$ cat src/rtl/mem_pkg.sv
// Shared memory-path constants and the store-buffer entry layout.
package mem_pkg;

    localparam int unsigned ADDR_W   = 14;
    localparam int unsigned DATA_W   = 32;
    localparam int unsigned PC_W     = 32;
    localparam int unsigned WORD_LSB = 2;

    typedef struct packed {
        logic [ADDR_W-1:0] addr;
        logic [DATA_W-1:0] data;
        logic [PC_W-1:0]   pc;
    } sb_entry_t;

endpackage

$ cat src/rtl/store_buffer_if.sv
// Store-path, forwarding and DM-write signals of the store buffer.
interface store_buffer_if #(
    parameter int unsigned DEPTH = 4
);
    import mem_pkg::*;

    localparam int unsigned CNT_W = $clog2(DEPTH) + 1;

    logic              st_valid;
    logic              st_ready;
    logic [ADDR_W-1:0] st_addr;
    logic [DATA_W-1:0] st_data;
    logic [PC_W-1:0]   st_pc;
    logic              drain_en;
    logic [ADDR_W-1:0] ld_addr;
    logic              ld_hit;
    logic [DATA_W-1:0] ld_data;
    logic              mem_write;
    logic [ADDR_W-1:0] mem_addr_byte;
    logic [DATA_W-1:0] mem_data;
    logic [PC_W-1:0]   mem_pc;
    logic [CNT_W-1:0]  count;
    logic              empty;
    logic              full;

    modport master (
        output st_valid, st_addr, st_data, st_pc, drain_en, ld_addr,
        input  st_ready, ld_hit, ld_data, mem_write, mem_addr_byte, mem_data, mem_pc,
               count, empty, full
    );

    modport slave (
        input  st_valid, st_addr, st_data, st_pc, drain_en, ld_addr,
        output st_ready, ld_hit, ld_data, mem_write, mem_addr_byte, mem_data, mem_pc,
               count, empty, full
    );

endinterface

$ cat src/rtl/store_buffer_fwd.sv
// Store-to-load forwarding: youngest valid entry whose word index matches the load.
module store_buffer_fwd
    import mem_pkg::*;
#(
    parameter int unsigned DEPTH = 4,
    localparam int unsigned PTR_W = $clog2(DEPTH),
    localparam int unsigned CNT_W = $clog2(DEPTH) + 1
) (
    input  sb_entry_t         i_entries [DEPTH],
    input  logic [PTR_W-1:0]  i_rd_ptr,
    input  logic [CNT_W-1:0]  i_count,
    input  logic [ADDR_W-1:0] i_ld_addr,
    output logic              o_hit,
    output logic [DATA_W-1:0] o_data
);

    logic [PTR_W-1:0] w_idx;

    // Walk oldest to youngest so the last match seen is the youngest.
    always_comb begin
        o_hit  = 1'b0;
        o_data = '0;
        w_idx  = '0;
        for (int unsigned i = 0; i < DEPTH; i++) begin
            w_idx = i_rd_ptr + PTR_W'(i);
            if ((CNT_W'(i) < i_count) &&
                (i_entries[w_idx].addr[ADDR_W-1:WORD_LSB] == i_ld_addr[ADDR_W-1:WORD_LSB])) begin
                o_hit  = 1'b1;
                o_data = i_entries[w_idx].data;
            end
        end
    end

endmodule

$ cat src/rtl/store_buffer.sv
// Word-store FIFO between the MEM-stage store path and DM; drains one entry per cycle.
module store_buffer
    import mem_pkg::*;
#(
    parameter int unsigned DEPTH = 4
) (
    input logic           clk,
    input logic           reset,
    store_buffer_if.slave sb
);

    localparam int unsigned PTR_W = $clog2(DEPTH);
    localparam int unsigned CNT_W = $clog2(DEPTH) + 1;

    sb_entry_t        r_mem [DEPTH];
    logic [PTR_W-1:0] r_rd_ptr;
    logic [PTR_W-1:0] r_wr_ptr;
    logic [CNT_W-1:0] r_count;

    logic      w_full;
    logic      w_empty;
    logic      w_push;
    logic      w_pop;
    sb_entry_t w_head;
    sb_entry_t w_new;

    assign w_full  = (r_count == CNT_W'(DEPTH));
    assign w_empty = (r_count == '0);
    assign w_push  = sb.st_valid && !w_full;
    assign w_pop   = !w_empty && sb.drain_en;
    assign w_head  = r_mem[r_rd_ptr];
    assign w_new   = '{addr: sb.st_addr, data: sb.st_data, pc: sb.st_pc};

    assign sb.st_ready     = !w_full;
    assign sb.mem_write    = w_pop;
    assign sb.mem_addr_byte = w_empty ? '0 : w_head.addr;
    assign sb.mem_data     = w_empty ? '0 : w_head.data;
    assign sb.mem_pc       = w_empty ? '0 : w_head.pc;
    assign sb.count        = r_count;
    assign sb.empty        = w_empty;
    assign sb.full         = w_full;

    // Entry contents need no reset: validity is defined purely by rd_ptr and count.
    always_ff @(posedge clk) begin
        if (w_push) begin
            r_mem[r_wr_ptr] <= w_new;
        end
    end

    always_ff @(posedge clk) begin
        if (reset) begin
            r_rd_ptr <= '0;
            r_wr_ptr <= '0;
            r_count  <= '0;
        end else begin
            if (w_push) r_wr_ptr <= r_wr_ptr + 1'b1;
            if (w_pop)  r_rd_ptr <= r_rd_ptr + 1'b1;
            r_count <= r_count + CNT_W'(w_push) - CNT_W'(w_pop);
        end
    end

    store_buffer_fwd #(
        .DEPTH (DEPTH)
    ) u_fwd (
        .i_entries (r_mem),
        .i_rd_ptr  (r_rd_ptr),
        .i_count   (r_count),
        .i_ld_addr (sb.ld_addr),
        .o_hit     (sb.ld_hit),
        .o_data    (sb.ld_data)
    );

endmodule

$ cat src/flat_wrapper.sv
// flat-port wrapper written by rule: the top's interface ports become plain ports
module store_buffer_flat import mem_pkg::*;
#(
    parameter int unsigned DEPTH = 4
)
  (clk, reset, sb_st_valid, sb_st_addr, sb_st_data, sb_st_pc, sb_drain_en, sb_ld_addr, sb_st_ready, sb_ld_hit, sb_ld_data, sb_mem_write, sb_mem_addr_byte, sb_mem_data, sb_mem_pc, sb_count, sb_empty, sb_full);
  store_buffer_if #(.DEPTH(DEPTH)) sb_i ();
  input logic clk;
  input logic reset;
  input wire logic [$bits(sb_i.st_valid)-1:0] sb_st_valid;
  input wire logic [$bits(sb_i.st_addr)-1:0] sb_st_addr;
  input wire logic [$bits(sb_i.st_data)-1:0] sb_st_data;
  input wire logic [$bits(sb_i.st_pc)-1:0] sb_st_pc;
  input wire logic [$bits(sb_i.drain_en)-1:0] sb_drain_en;
  input wire logic [$bits(sb_i.ld_addr)-1:0] sb_ld_addr;
  output wire logic [$bits(sb_i.st_ready)-1:0] sb_st_ready;
  output wire logic [$bits(sb_i.ld_hit)-1:0] sb_ld_hit;
  output wire logic [$bits(sb_i.ld_data)-1:0] sb_ld_data;
  output wire logic [$bits(sb_i.mem_write)-1:0] sb_mem_write;
  output wire logic [$bits(sb_i.mem_addr_byte)-1:0] sb_mem_addr_byte;
  output wire logic [$bits(sb_i.mem_data)-1:0] sb_mem_data;
  output wire logic [$bits(sb_i.mem_pc)-1:0] sb_mem_pc;
  output wire logic [$bits(sb_i.count)-1:0] sb_count;
  output wire logic [$bits(sb_i.empty)-1:0] sb_empty;
  output wire logic [$bits(sb_i.full)-1:0] sb_full;
  assign sb_i.st_valid = sb_st_valid;
  assign sb_i.st_addr = sb_st_addr;
  assign sb_i.st_data = sb_st_data;
  assign sb_i.st_pc = sb_st_pc;
  assign sb_i.drain_en = sb_drain_en;
  assign sb_i.ld_addr = sb_ld_addr;
  assign sb_st_ready = sb_i.st_ready;
  assign sb_ld_hit = sb_i.ld_hit;
  assign sb_ld_data = sb_i.ld_data;
  assign sb_mem_write = sb_i.mem_write;
  assign sb_mem_addr_byte = sb_i.mem_addr_byte;
  assign sb_mem_data = sb_i.mem_data;
  assign sb_mem_pc = sb_i.mem_pc;
  assign sb_count = sb_i.count;
  assign sb_empty = sb_i.empty;
  assign sb_full = sb_i.full;
  store_buffer #(.DEPTH(DEPTH)) u_core (.clk(clk), .reset(reset), .sb(sb_i));
endmodule
$ cat config.mk
export PLATFORM = sky130hd
export DESIGN_NAME = store_buffer_flat
export DESIGN_NICKNAME = d
export VERILOG_FILES = /design/src/rtl/mem_pkg.sv /design/src/rtl/store_buffer_if.sv /design/src/rtl/store_buffer_fwd.sv /design/src/rtl/store_buffer.sv /design/src/flat_wrapper.sv
export SDC_FILE = /design/constraint.sdc
export NUM_CORES = 1
export LEC_CHECK = 0
export CAP_MARGIN = 20
export CORE_AREA = 2 2 186 188
export DETAILED_ROUTE_END_ITERATION = 8
export DIE_AREA = 0 0 188 190
export GPL_TIMING_DRIVEN = 0
export PLACE_DENSITY = 0.73
export SLEW_MARGIN = 0
export SYNTH_ARGS = -nofsm -noshare
export SYNTH_HDL_FRONTEND = slang
export SYNTH_SLANG_ARGS = --single-unit
$ cat constraint.sdc
create_clock -name clk -period 3.2 [get_ports clk]
set_clock_uncertainty 0.05 [all_clocks]
set_input_delay 0.64 -clock clk [delete_from_list [all_inputs] [get_ports clk]]
set_output_delay 0.64 -clock clk [all_outputs]
set_load 0.02 [all_outputs]
==> results.toml <==
[status]
outcome = "complete, but fails checks"
violations = "negative setup slack"

[drt]
drtAntennaViolNets = 0
wirelength_um = 49630
routed_via_density = 6.260
drt_iter0_drc = 1198
num_vias = 12260
dr.pass1.iters = 6
drc = 0
wl_per_cell_um = 25.35

[timing]
slew_viol_final = 0
clock.fmax_mhz = 232.0
slew_headroom_pct = 16.04
finalWorstSetupSlack_ns = -1.110
min_period_over_period_pct = 134.7
finalSetupViolations = 99
max_slew.worst_pin.slew_ns = 1.259
rsz0062_at_grt = "yes"
final.min_clock_period_ns = 4.310
hold_viol = 0

[placed_design]
post_dp_cell_area_mm2 = 0.02015
io_buffers = 203
place_hpwl_um = 30690
place.gp.congestion = 0.8709

[yosys]
synth.distinct_cells = 45
syn_inst = 1158
syn_area_per_cell_um2 = 14.68
async_flop_share_pct = 0
synth-main-ff-cell = "edfxtp_1"
ys_seq_area_share_pct = 55.95
yosys_warnings = 0
ys_ff_latch = 319
syn_nets = 1263
synth_edf_count = 312
syn-cell-area_mm2 = 0.01700

[pwr]
p_leak_nw = 8.159
power_mw = 18.50
power_density_mw_per_mm2 = 777.3
vdd_drop_max_v = 0.0007424

[setup_path]
critPathRequiredTime_ns = 2.51
r2r-end = "u_core.r_rd_ptr[1]"
crit_type = "reg -> out"
cp-endpoint = "sb_ld_data[4]"
rr_startpoint = "u_core.r_rd_ptr[0]"
r2r_cells = 15
critical_path.startpoint = "u_core.r_rd_ptr[0]"
critPathCaptureType = "primary output"
r2r_slack_ns = 0.68
crit_arrival_ns = 3.62
critPathMaxFanout = 10
start_kind = "register"

[layout]
area.growth.synth_to_final_pct = 40.00
nNetsFinal = 1581
drive_above_1_share_pct = 44.67
area.sequential_mm2 = 0.009517
final_common_cell = "edfxtp_1"
multi_input_area_mm2 = 0.008446
n_fill_cell = 2176
final_area_mm2 = 0.02379
layout_common_cells = "edfxtp_1 (312), mux4_2 (121), buf_6 (104)"

[clock_tree]
hold_buffers = 0
htreeDepth = 2
clock_latency_ns = 0.52
cts_root_buf = "clkbuf_16"
tritoncts = "done"
clk_path_buf_depth = 3
clk_pin_slew_ns = 0.05
cts.sinks = 319
cts_buffers = 35

[grt]
grt_overflow = 0
grt_antenna_before_repair = 3
grt_max_degree = 54
grt_pass1_vias = 12400
grt_first_pass_wirelength_um = 71900
grt.total_usage_pct = 26.75

[floorplan]
initial_core_util_pct = 50.06
dieHeight_um = 190
coreArea_mm2 = 0.03395
die-area_mm2 = 0.03572
die_w_um = 188
row_count = 68
io_pins = 214

[worst_hold_path]
hp-class = "reg -> reg"
worstHoldPathCells = 2

[flow_run]
maxCapViolCount = 0
[state kept, by name, indices dropped and copies added, names as in the netlist]
register,flops
u_core.r_mem,312
u_core.sb.count,3
u_core.r_rd_ptr,2
u_core.r_wr_ptr,2
[kinds of logic (layout without fill, tap and decap cells)]
kind of cell	after synthesis	after routing	synth area share, %
adder cells (fa/ha/maj)	9	9	0.7068
AND/OR/NAND/NOR	288	289	8.886
buffers and inverters	110	453	2.960
XOR/XNOR	56	56	2.886
multiplexers	226	226	22.49
AO/OA/AOI/OAI	150	150	6.118
flip-flops	319	319	55.95
other	0	1	0
[Yosys cell counts, drive strengths merged, types with 4 or more instances]
library cell  count  area (um^2)
buf              50        277.8
xnor2            39        341.6
edfxtp          312         9369
and2              4        25.02
mux4            121         2725
nor2b            44        275.3
and3             36        225.2
nand2            69        259.0
a21oi             7        35.03
inv              11        41.29
dfxtp             7        140.1
o21ai            68        340.3
nand3b           31        232.7
nor4              6        52.55
clkbuf           49        183.9
nor2             75        281.5
xor2             17        148.9
mux2             37        416.7
nor3              7        40.04
a211oi           68        605.6
ha                8        100.1
nand4             5        31.28
mux2i            68        680.7
nand3             4        20.02
[final cells by class]
type	instances	share of cell area, %
Sequential cell	319	40.00
Clock inverter	18	0.5469
Multi-Input combinational cell	730	35.50
Tap cell	455	2.393
Clock buffer	45	3.928
Timing Repair Buffer	284	13.27
Inverter	11	0.1735
Antenna cell	1	0.01052
Buffer	95	4.186
[critical path, stage by stage (launching register included)]
cell      delay (ns)
dfxtp_4         0.37
buf_12          0.14
buf_12          0.14
buf_8           0.12
mux4_2          0.51
xor2_1          0.17
nor4_1          0.20
nand4_1         0.24
nor3_4          0.27
buf_6           0.21
buf_8           0.15
a211oi_1        0.08
a211oi_4        0.33
buf_6           0.16
[metal layers]
metal  track usage (%)  part of all wire [%]
met1             34.32                    37
met2             43.68                    49
met3             6.475                   9.9
met4             11.72                   3.9
met5                 0                 0.060
[per-stage QoR]
stage          setup TNS, ns  setup WS [ns]  std cells  utilization, %  hold WS [ns]
2_1_floorplan         -5.588        -0.1821       1158               -        0.4636
3_3_place_gp         -223.31         -1.569       1816           58.85        0.4961
3_5_place_dp         -127.28         -1.595       1822           59.34        0.5068
4_1_cts               -54.95         -1.139       1930           66.43        0.5143
5_1_grt               -71.89         -1.159       1958           70.09        0.5921
6_report              -65.26         -1.110       1958           70.09        0.5207
[worst min path at each step]
stage / from / endpoint / slack (ns)
2_1_floorplan: u_core.r_wr_ptr[1] / u_core.r_wr_ptr[1] / 0.46
4_1_cts: u_core.r_wr_ptr[1] / u_core.r_wr_ptr[1] / 0.51
3_3_place_gp: u_core.r_wr_ptr[1] / u_core.r_wr_ptr[1] / 0.50
6_report: u_core.r_wr_ptr[1] / u_core.r_wr_ptr[1] / 0.52
5_1_grt: u_core.r_wr_ptr[1] / u_core.r_wr_ptr[1] / 0.59
3_5_place_dp: u_core.r_wr_ptr[1] / u_core.r_wr_ptr[1] / 0.51
[timing repair]
item	in CTS	in global routing
pin swaps	30	33
buffers inserted	39	28
setup endpoints to repair	112	104
gates cloned	8	4
gates resized for setup	826	282
[report_power, final]
group          switching, mW  internal [mW]
Clock                   1.62           2.16
Sequential             0.244           5.12
Combinational           4.64           4.71
Total                   6.51           12.0
No activity file was read; power rests on OpenSTA's default activity.
